**src/rtl/seg7_scan_ctrl.sv**
```systemverilog
// Multiplexed 7-segment scan controller: prescaled digit scan with ghost-blank gap,
// per-digit blink, leading-zero blanking and frame-synchronous double-buffered updates.
module seg7_scan_ctrl #(
  parameter int DIGITS    = 8,
  parameter int SCAN_DIV  = 50000,
  parameter int BLANK_CYC = 16,
  parameter int BLINK_DIV = 64
) (
  input  logic                  clk,
  input  logic                  rstn,
  input  logic                  wr,
  input  logic [4*DIGITS-1:0]   hexs,
  input  logic [8*DIGITS-1:0]   gfx,
  input  logic [DIGITS-1:0]     point,
  input  logic [DIGITS-1:0]     les,
  input  logic                  mode,
  input  logic                  lzb,
  output logic [7:0]            segment,
  output logic [DIGITS-1:0]     an,
  output logic                  frame_done,
  output logic                  upd_pending
);
  localparam int PCW = (SCAN_DIV > 1) ? $clog2(SCAN_DIV) : 1;
  localparam int IW  = $clog2(DIGITS);
  localparam int BW  = (BLINK_DIV > 1) ? $clog2(BLINK_DIV) : 1;
  localparam logic [PCW-1:0] PC_LAST  = PCW'(SCAN_DIV - 1);
  localparam logic [IW-1:0]  IDX_LAST = IW'(DIGITS - 1);
  localparam logic [BW-1:0]  BL_LAST  = BW'(BLINK_DIV - 1);

  typedef struct packed {
    logic [4*DIGITS-1:0] hexs;
    logic [8*DIGITS-1:0] gfx;
    logic [DIGITS-1:0]   point;
    logic [DIGITS-1:0]   les;
    logic                mode;
    logic                lzb;
  } disp_t;

  function automatic logic [7:0] hex_seg(input logic [3:0] nib);
    logic [7:0] s;
    case (nib)
      4'h0: s = 8'hC0;
      4'h1: s = 8'hF9;
      4'h2: s = 8'hA4;
      4'h3: s = 8'hB0;
      4'h4: s = 8'h99;
      4'h5: s = 8'h92;
      4'h6: s = 8'h82;
      4'h7: s = 8'hF8;
      4'h8: s = 8'h80;
      4'h9: s = 8'h90;
      4'hA: s = 8'h88;
      4'hB: s = 8'h83;
      4'hC: s = 8'hC6;
      4'hD: s = 8'hA1;
      4'hE: s = 8'h86;
      4'hF: s = 8'h8E;
      default: s = 8'hFF;
    endcase
    return s;
  endfunction

  disp_t             act_q, act_d, pend_q, pend_d;
  logic [PCW-1:0]    pc_q, pc_d;
  logic [IW-1:0]     idx_q, idx_d;
  logic [BW-1:0]     blk_q, blk_d;
  logic              flash_q, flash_d, upd_q, upd_d, fdone_q, fdone_d;
  logic [7:0]        seg_q, seg_d;
  logic [DIGITS-1:0] an_q, an_d;
  logic              wrap_s, gap_s, upper_nz_s;
  logic [3:0]        nib_s;
  logic [7:0]        txt_s;

  // Scan position, blink phase and buffer hand-over at the frame boundary
  always_comb begin
    wrap_s = (pc_q == PC_LAST) && (idx_q == IDX_LAST);
    if (pc_q == PC_LAST) begin
      pc_d = '0;
      if (idx_q == IDX_LAST) idx_d = '0;
      else                   idx_d = idx_q + IW'(1);
    end else begin
      pc_d  = pc_q + PCW'(1);
      idx_d = idx_q;
    end
    // frame_done is registered yet lines up with the last cycle of the frame
    fdone_d = (pc_d == PC_LAST) && (idx_d == IDX_LAST);

    blk_d   = blk_q;
    flash_d = flash_q;
    if (wrap_s) begin
      if (blk_q == BL_LAST) begin
        blk_d   = '0;
        flash_d = ~flash_q;
      end else begin
        blk_d   = blk_q + BW'(1);
        flash_d = flash_q;
      end
    end else begin
      blk_d   = blk_q;
      flash_d = flash_q;
    end

    if (wrap_s && upd_q) act_d = pend_q;
    else                 act_d = act_q;

    if (wr) begin
      pend_d = {hexs, gfx, point, les, mode, lzb};
      upd_d  = 1'b1;
    end else if (wrap_s) begin
      pend_d = pend_q;
      upd_d  = 1'b0;
    end else begin
      pend_d = pend_q;
      upd_d  = upd_q;
    end
  end

  // Segment/anode pattern for the current scan position, from the active buffer only
  always_comb begin
    gap_s      = (BLANK_CYC > 0) && ({{(32-PCW){1'b0}}, pc_q} < 32'(BLANK_CYC));
    nib_s      = act_q.hexs[{idx_q, 2'b00} +: 4];
    upper_nz_s = 1'b0;
    for (int j = 0; j < DIGITS; j++) begin
      if ((j >= int'(idx_q)) && (act_q.hexs[4*j +: 4] != 4'h0)) upper_nz_s = 1'b1;
      else                                                      upper_nz_s = upper_nz_s;
    end
    txt_s = {~act_q.point[idx_q], hex_seg(nib_s)[6:0]};

    if (gap_s) begin
      an_d  = {DIGITS{1'b1}};
      seg_d = 8'hFF;
    end else begin
      an_d = ~({{(DIGITS-1){1'b0}}, 1'b1} << idx_q);
      if (act_q.les[idx_q] && flash_q)
        seg_d = 8'hFF;
      else if (act_q.mode)
        seg_d = act_q.gfx[{idx_q, 3'b000} +: 8];
      else if (act_q.lzb && (idx_q != '0) && !upper_nz_s && !act_q.point[idx_q])
        seg_d = 8'hFF;
      else
        seg_d = txt_s;
    end
  end

  // State and registered outputs
  always_ff @(posedge clk or negedge rstn) begin
    if (!rstn) begin
      pc_q    <= '0;
      idx_q   <= '0;
      blk_q   <= '0;
      flash_q <= 1'b0;
      act_q   <= '0;
      pend_q  <= '0;
      upd_q   <= 1'b0;
      fdone_q <= 1'b0;
      seg_q   <= 8'hFF;
      an_q    <= {DIGITS{1'b1}};
    end else begin
      pc_q    <= pc_d;
      idx_q   <= idx_d;
      blk_q   <= blk_d;
      flash_q <= flash_d;
      act_q   <= act_d;
      pend_q  <= pend_d;
      upd_q   <= upd_d;
      fdone_q <= fdone_d;
      seg_q   <= seg_d;
      an_q    <= an_d;
    end
  end

  assign segment     = seg_q;
  assign an          = an_q;
  assign frame_done  = fdone_q;
  assign upd_pending = upd_q;

endmodule
```
**config.mk**
```make
export PLATFORM = sky130hd
export DESIGN_NAME = seg7_scan_ctrl
export DESIGN_NICKNAME = d
export VERILOG_FILES = /design/src/rtl/seg7_scan_ctrl.sv
export SDC_FILE = /design/constraint.sdc
export NUM_CORES = 1
export LEC_CHECK = 0
export BUFFER_PORTS_ARGS = -buffer_cell sky130_fd_sc_hd__buf_2
export CAP_MARGIN = 15
export CORE_ASPECT_RATIO = 1.5
export CORE_MARGIN = 2
export CORE_UTILIZATION = 40
export DETAILED_ROUTE_END_ITERATION = 16
export GPL_TIMING_DRIVEN = 0
export SLEW_MARGIN = 10
export SYNTH_ARGS = -nofsm -noshare
export SYNTH_HDL_FRONTEND = slang
export SYNTH_SLANG_ARGS = --single-unit
```
**constraint.sdc**
```tcl
create_clock -name clk -period 4 [get_ports clk]
set_clock_uncertainty 0.1 [all_clocks]
set_input_delay 0.2 -clock clk [delete_from_list [all_inputs] [get_ports clk]]
set_output_delay 0.2 -clock clk [all_outputs]
set_load 0.01 [all_outputs]
```
-- Word level (Yosys, flattened, before mapping)
Memory sizes are Yosys's and may differ from the RTL's.
Index checks and enable logic that the tools add are counted.
- memories: 1
- input port bits: 117
- logic and storage cells: 94
- ROM bits: 112
- bits in registers: 272
- output and inout port bits: 18
- mux-type cells: 23
- bitwise logic cells: 3
- add/sub/neg operators: 3
- eq/ne operators: 5
- shifts and indexed selects: 3
- reduce and logical (&&, ||, !) cells: 27
- magnitude comparators: 9
- memory list (name ; words ; bits a word ; read ports ; clocked after Yosys merged registers in ; wr ports ; line ; text):
    (name not given) ; 16 ; 7 ; 1 ; 0 ; 0 ; 41 ; case (nib)
- operators with widths (cell ; count):
    $shiftx A64 B7 Y8 ; 1
    $mux W8 ; 5
    $eq A16 B16 Y1 const B ; 2
    $reduce_bool A4 Y1 ; 8
    $shiftx A32 B6 Y4 ; 1
    $add A16 B1 Y16 const B ; 1
    $lt A16 B5 Y1 const B ; 1
    $mux W16 ; 1
    $logic_and A1 B1 Y1 ; 14
    $mux W1 ; 12
    $ge A3 B3 Y1 const A ; 3
    $not A8 Y8 ; 1
    $shl A1 B3 Y8 const A ; 1
    $add A6 B1 Y6 const B ; 1
    $bmux W1 S3 ; 2
    $eq A3 B3 Y1 const B ; 2
    $eq A6 B6 Y1 const B ; 1
    $ge A1 B3 Y1 const A ; 2
    $ge A2 B3 Y1 const A ; 2
    $mux W3 ; 2
    $mux W6 ; 1
    $lt A3 B4 Y1 const B ; 1
    $add A3 B1 Y3 const B ; 1
    $reduce_bool A3 Y1 ; 1
    other kinds (4) ; 6

-- Depth between registers and ports, before layout
Gate-level depths: netlist of run 1.
- word-level depth: 17
- gate-level depth with buffers: 10
- gate-level depth less buffers: 8

-- Worst setup path before layout of run 1
No wires, ideal clock.
- path kind: flip-flop to flip-flop
- from: register idx_q[0]
- to: register seg_q[6], in the netlist segment[6]
- cell stages (with the launch flop): 10
- library setup time: 77 ps
- path buffers: 1
- arrival time: 2440 ps
- data required time: 3823 ps
- slack: 1383 ps
- clock period less this slack: 2617 ps
- cells stage by stage: dfrtp_1 > buf_6 > mux4_2 > mux2i_1 > inv_1 > ha_1 > inv_1 > o21ai_0 > a221o_1 > a21o_1
- word-level cells in the longest chain between the ends: 17
- elaborated cells between the ends (all ways): 40
- classes of those cells: order compare (7); shift (2); mux (16); reduce/logical (14); memory (1)
- ends and longest elaborated chain (what ; line ; text):
    from (decl) ; 65 ; logic [IW-1:0] idx_q, idx_d;
    from (signal assigned) ; 160 ; idx_q <= idx_d;
    $ge A1 B3 Y1 ; 124 ; if ((j >= int'(idx_q)) && (act_q.hexs[4*j +: 4] != 4'h0)) upper_nz_s = 1'b1;
    $logic_and A1 B1 Y1 ; 124 ;
    $mux W1 (8 in a row) ; 124 ;
    $logic_not A1 Y1 ; 138 ; else if (act_q.lzb && (idx_q != '0) && !upper_nz_s && !act_q.point[idx_q])
    $logic_and A1 B1 Y1 (2 in a row) ; 138 ;
    $mux W8 ; 138 ;
    $mux W8 ; 136 ; else if (act_q.mode)
    $mux W8 * ; 134 ; if (act_q.les[idx_q] && flash_q)
    $mux W8 * ; 129 ; if (gap_s) begin
    via seg_d[6] ; 68 ; logic [7:0] seg_q, seg_d;
    to (signal assigned) ; 167 ; seg_q <= seg_d;
    to (decl) ; 68 ;
Mark *: on every way through the listed nets, which the timed path passes. The rest lies on a longest branch. The select of a mux whose other input is x is not followed.
A chain may end at the register's enable or synchronous reset.

-- Final worst setup path of run 1
Ends and elaborated chain as after synthesis.

==> results of run 1 <==
-- kinds of logic (layout without fill, tap and decap cells) --
family	after synthesis	after routing	synth area share
simple gates	461	461	0.162
flops	272	272	0.579
mux	158	158	0.176
buf+inv	66	366	0.0293
compound gates	46	46	0.0265
fa+ha+maj	15	15	0.0159
xor+xnor	15	15	0.0111
-- worst max path at each step --
stage | from | end | slack, ps | cells after the start
after floorplan | idx_q[0]$_DFF_PN0_ | segment[6]$_DFF_PN1_ | 1380 | 9
after global placement | rstn | pend_q[34]$_DFFE_PN0P_ | -2450 | 1
after detailed placement | idx_q[0]$_DFF_PN0_ | segment[6]$_DFF_PN1_ | 920 | 9
after CTS | idx_q[0]$_DFF_PN0_ | segment[6]$_DFF_PN1_ | 910 | 9
after global routing | idx_q[0]$_DFF_PN0_ | segment[6]$_DFF_PN1_ | 660 | 9
final | idx_q[0]$_DFF_PN0_ | segment[6]$_DFF_PN1_ | 920 | 9
-- layer usage --
metal / share of wire / vias to the layer above / track usage
li1: - / 4038 / -
met1: 0.41 / 4272 / 0.250
met2: 0.52 / 188 / 0.360
met3: 0.033 / 56 / 0.0243
met4: 0.034 / 0 / 0.0741
met5: 0 / - / 0
-- final cells by class --
type	count	area (µm²)	area share
multi-input cells	695	4620	0.307
flip-flops and latches	272	6830	0.454
plain buffers	56	308	0.0205
clock buffers	42	793	0.0527
well taps	395	494	0.0328
clock inverters	8	81.3	0.00541
repair buffers	250	1880	0.125
inverters	10	37.5	0.00249
-- worst reg2reg max path: stages, from the launching register on --
cell	delay (ps)
dfrtp_1	490
buf_6	250
mux4_2	530
mux2i_1	510
inv_1	180
ha_1	240
inv_1	100
o21ai_0	100
a221o_1	360
a21o_1	160
-- power by group --
part           switching [W]  internal [W]  total (W)
registers          0.0000661       0.00287    0.00293
clock network        0.00108       0.00143    0.00251
logic               0.000144      0.000225   0.000369
total                0.00129       0.00452    0.00581
-- metrics by stage --
step	std cells	area, µm²	util	setup TNS (ps)	power (W)
after floorplan	1033	11800	-	0	0.00310
after global placement	1561	13000	0.442	-632950	0.00326
after detailed placement	1563	13000	0.445	0	0.00327
after CTS	1728	15000	0.514	0	0.00588
after global routing	1728	15000	0.514	0	0.00605
final	1728	15000	0.514	0	0.00581
-- cells in the mapped netlist, drive strengths merged, types with 5 or more instances --
master	instances	area share
a21oi	6	0.0025
a32oi	5	0.0037
and3	6	0.0032
buf	32	0.018
clkbuf	24	0.0076
dfrtp	256	0.54
dfstp	16	0.036
ha	15	0.016
inv	9	0.0029
mux2	117	0.11
mux2i	13	0.011
mux4	28	0.053
nand2	379	0.12
nand3	18	0.0081
nor2	17	0.0054
nor4	11	0.0076
o21ai	13	0.0055
xnor2	10	0.0074
xor2	5	0.0037
-- registers in the layout, summed over array words and instances (netlist names) --
signal       count
segment          8
blk_q            6
pend_q         114
act_q          114
pc_q            16
idx_q            3
flash_q          1
an               8
frame_done       1
upd_pending      1
==> results.py, run 1 <==
metrics = {
    "setup_path": {
        "crit_fanout": 10,
        "startpoint_type": "register",
        "worstPathArrival_ps": 3480,
        "setup.worst_path.class": "reg2reg",
        "crit_chain": "buf_6 > mux4_2 > mux2i_1 > inv_1 > ha_1 > inv_1 > o21ai_0 > a221o_1 > a21o_1",
        "r2r_start": "idx_q[0]$_DFF_PN0_",
        "worstSetupEndpointType": "register",
        "reg2reg_setup_slack_ps": 920,
        "slowest_delay_ps": 530,
        "crit_top_cell": "inv_1",
        "path_delay_family": "multiplexers",
        "worstRegToRegCells": 9,
        "required_ps": 4400,
        "r2r-end": "segment[6]$_DFF_PN1_",
        "cp_num_buf_inv": 3,
        "critPathSlowestCell": "mux4_2",
    },
    "route": {
        "drt_wl_total_um": 30000,
        "drtIter0Drc": 468,
        "drc": 0,
        "vias": 8554,
        "drtAntennaViolNets": 0,
        "firstDrtPassIters": 4,
        "via_per_inst": 4.95,
        "drt-wirelength-per-cell_um": 17.4,
    },
    "yosys": {
        "netlist_area_um2": 11800,
        "synth_nets": 1165,
        "ys.flop_type": "dfrtp_1",
        "seq_area_frac_synth": 0.579,
        "ys_ff_latch": 272,
        "ys_warn_count": 0,
        "async_flop_share": 1.00,
        "avgSynthCellArea_um2": 11.4,
        "syn_inst": 1033,
        "synth_edf_count": 0,
        "ys_types": 54,
    },
    "clock_network": {
        "ctsHoldBuffers": 115,
        "root_buffer": "clkbuf_16",
        "clock_sinks": 272,
        "clock_latency_ps": 560,
        "clk_path_buf_depth": 3,
        "cts_setup_buffers": 0,
        "cts_made_buffers": 28,
        "tritoncts": "built",
        "cts_htree_levels": 1,
        "clk_pin_slew_ps": 60,
        "cts-resized-gates": 0,
    },
    "sta": {
        "period_share": 0.771,
        "timing.final.hold_violations": 0,
        "setup_violations": 0,
        "final-max-slew-violation-count": 0,
        "fin_ws_ps": 917,
        "layout_min_cycle_time_ps": 3080,
        "max_freq_mhz": 324,
        "slew_headroom": 0.458,
        "whs_ps": 94.5,
        "worst_pin_slew_ps": 812,
        "rsz0062_at_grt": "false",
    },
    "power": {
        "powerDensity_nw_per_um2": 386,
        "irDropWorstVdd_mv": 0.375,
        "p_leak_nw": 7.31,
    },
    "die": {
        "initial_core_util": 0.403,
        "core_um2": 29300,
        "rows": 77,
        "die_y_um": 214,
        "die_x_um": 144,
        "die_area_um2": 30900,
        "ios": 135,
    },
    "job": {
        "drv_cap": 0,
    },
    "layout": {
        "drive_gt1_frac": 0.278,
        "diodes": 0,
        "final_common_cell": "nand2_1",
        "area_delta_synth_final_pct": 27.6,
        "layout_common_cells": "nand2_1 (379), dfrtp_1 (256), buf_2 (153), mux2_2 (117), dlygate4sd3_1 (115)",
        "final_nets": 1445,
        "fillerInstances": 2666,
    },
    "grt": {
        "grt_util_all_layers": 0.202,
        "grt_pass1_wl_um": 48300,
        "grt_max_degree": 107,
        "grt_pass1_vias": 9047,
        "antenna_found_initial": 0,
        "overflow": 0,
    },
    "placed_design": {
        "io_buffers": 133,
        "place_hpwl_um": 20700,
        "gp_congestion": 0.869,
        "dpl_worst_slack_ps": 916,
    },
    "worst_hold_path": {
        "hold_class": "in2async",
    },
    "outcome": {
        "status": "finished clean",
    },
}
Power figures use the tool's default switching activity.
==> inputs of run 2 (changes only) <==
==> constraint.sdc (replaced) <==
create_clock -name clk -period 3.2 [get_ports clk]
set_clock_uncertainty 0.1 [all_clocks]
set_input_delay 0.16 -clock clk [delete_from_list [all_inputs] [get_ports clk]]
set_output_delay 0.16 -clock clk [all_outputs]
set_load 0.01 [all_outputs]
==> results.py, run 2 (synthesized netlist as in run 1, its figures left out) <==
metrics = {
    "die": {
        "initial_core_util": 0.403,
        "rows": 77,
        "die_y_um": 214,
        "die_x_um": 144,
        "ios": 135,
        "core_um2": 29300,
        "die_area_um2": 30900,
    },
    "outcome": {
        "status": "finished clean",
    },
    "route": {
        "drt-wirelength-per-cell_um": 17.3,
        "drtIter0Drc": 431,
        "firstDrtPassIters": 5,
        "drtAntennaViolNets": 0,
        "vias": 8501,
        "drt_wl_total_um": 30000,
        "via_per_inst": 4.92,
        "drc": 0,
    },
    "grt": {
        "grt_pass1_vias": 9047,
        "grt_max_degree": 107,
        "grt_util_all_layers": 0.202,
        "antenna_found_initial": 0,
        "grt_pass1_wl_um": 48300,
        "overflow": 0,
    },
    "worst_hold_path": {
        "hold_class": "in2async",
    },
    "power": {
        "powerDensity_nw_per_um2": 482,
        "p_leak_nw": 7.30,
        "power_w": 0.00726,
        "irDropWorstVdd_mv": 0.467,
    },
    "setup_path": {
        "startpoint_type": "register",
        "required_ps": 3540,
        "setup.worst_path.class": "reg2reg",
        "r2r-end": "segment[1]$_DFF_PN1_",
        "worstRegToRegCells": 9,
        "reg2reg_setup_slack_ps": 140,
        "worstPathArrival_ps": 3400,
        "worstSetupEndpointType": "register",
        "crit_fanout": 11,
        "r2r_start": "idx_q[1]$_DFF_PN0_",
    },
    "layout": {
        "drive_gt1_frac": 0.280,
        "fin_util": 0.514,
        "layout_common_cells": "nand2_1 (379), dfrtp_1 (256), buf_2 (153), mux2_2 (117), dlygate4sd3_1 (115)",
        "multi_input_area_um2": 4630,
        "top_regs": "act_q: 114 flops, pend_q: 114 flops, pc_q: 16 flops",
        "fin_cells": 1728,
        "final_nets": 1445,
        "fillerInstances": 2663,
        "diodes": 0,
        "final_common_cell": "nand2_1",
        "seq_area_um2": 6830,
        "area_delta_synth_final_pct": 27.6,
        "final_area_um2": 15100,
    },
    "sta": {
        "layout_min_cycle_time_ps": 3060,
        "whs_ps": 54.6,
        "rsz0062_at_grt": "false",
        "max_freq_mhz": 327,
        "period_share": 0.955,
        "setup_violations": 0,
        "timing.final.hold_violations": 0,
        "worst_pin_slew_ps": 814,
        "final-max-slew-violation-count": 0,
        "slew_headroom": 0.457,
    },
    "placed_design": {
        "placed_area_um2": 13000,
        "numPlacedInstances": 1563,
        "io_buffers": 133,
        "gp_congestion": 0.869,
        "place_hpwl_um": 20700,
    },
    "clock_network": {
        "cts_htree_levels": 1,
        "tritoncts": "built",
        "cts_made_buffers": 28,
        "clock_latency_ps": 570,
        "clk_path_buf_depth": 3,
        "clock_sinks": 272,
        "cts_setup_buffers": 0,
        "clk_pin_slew_ps": 60,
        "root_buffer": "clkbuf_16",
    },
    "job": {
        "drv_cap": 0,
    },
}
==> run 2: changes by cell type in the layout (fill, tap and decap cells not counted) <==
| cell | before | now |
|---|---|---|
| mux2i_1 | 13 | 11 |
| mux2i_2 | 0 | 2 |
==> run 2: metrics by stage <==
step / setup WS (ps) / setup TNS, ps
3_5_place_dp: 116 / 0
4_1_cts: 106 / 0
5_1_grt: 34.5 / 0
3_3_place_gp: -3210 / -839670
6_report: 143 / 0
2_1_floorplan: 583 / 0
==> run 2: how the worst max path moves through the flow <==
stage	end	startpoint	slack [ps]	cells after the start
finish	segment[1]$_DFF_PN1_	idx_q[1]$_DFF_PN0_	140	9
global route	segment[6]$_DFF_PN1_	idx_q[0]$_DFF_PN0_	30	9
CTS	segment[6]$_DFF_PN1_	idx_q[0]$_DFF_PN0_	110	9
detailed placement	segment[6]$_DFF_PN1_	idx_q[0]$_DFF_PN0_	120	9
global placement	pend_q[34]$_DFFE_PN0P_	rstn	-3210	1
floorplan	segment[6]$_DFF_PN1_	idx_q[0]$_DFF_PN0_	580	9
==> run 2: layout make-up <==
class	count	share of cell area
tap	395	0.0328
inverter	10	0.00249
timing repair buffer	250	0.125
multi-input combinational	695	0.308
clock buffer	42	0.0527
sequential	272	0.453
clock inverter	8	0.00540
buffer	56	0.0204
==> run 2: what timing repair did <==
item	4_1_cts	5_1_grt
hold buffers	115	0
endpoints found under the hold margin	299	0
setup endpoints to repair	0	2
gates resized for setup	0	2
==> run 2: critical path, stage by stage (launching register included) <==
cell,delay (ps)
dfrtp_1,370
buf_2,270
inv_1,120
buf_2,260
ha_1,310
or4_1,580
o31ai_1,240
a41o_1,250
nor2_1,110
a32oi_1,330
==> run 2: layer usage <==
metal | share of wire | track usage
met4 | 0.035 | 0.0741
met5 | 0 | 0
met2 | 0.52 | 0.360
met3 | 0.033 | 0.0243
met1 | 0.41 | 0.250
==> run 2: power by group <==
group | switching (W) | leakage (nW) | internal [W]
Sequential | 0.0000826 | 3.47 | 0.00359
Clock | 0.00134 | 0.423 | 0.00179
Combinational | 0.000181 | 3.41 | 0.000281
Total | 0.00161 | 7.30 | 0.00566
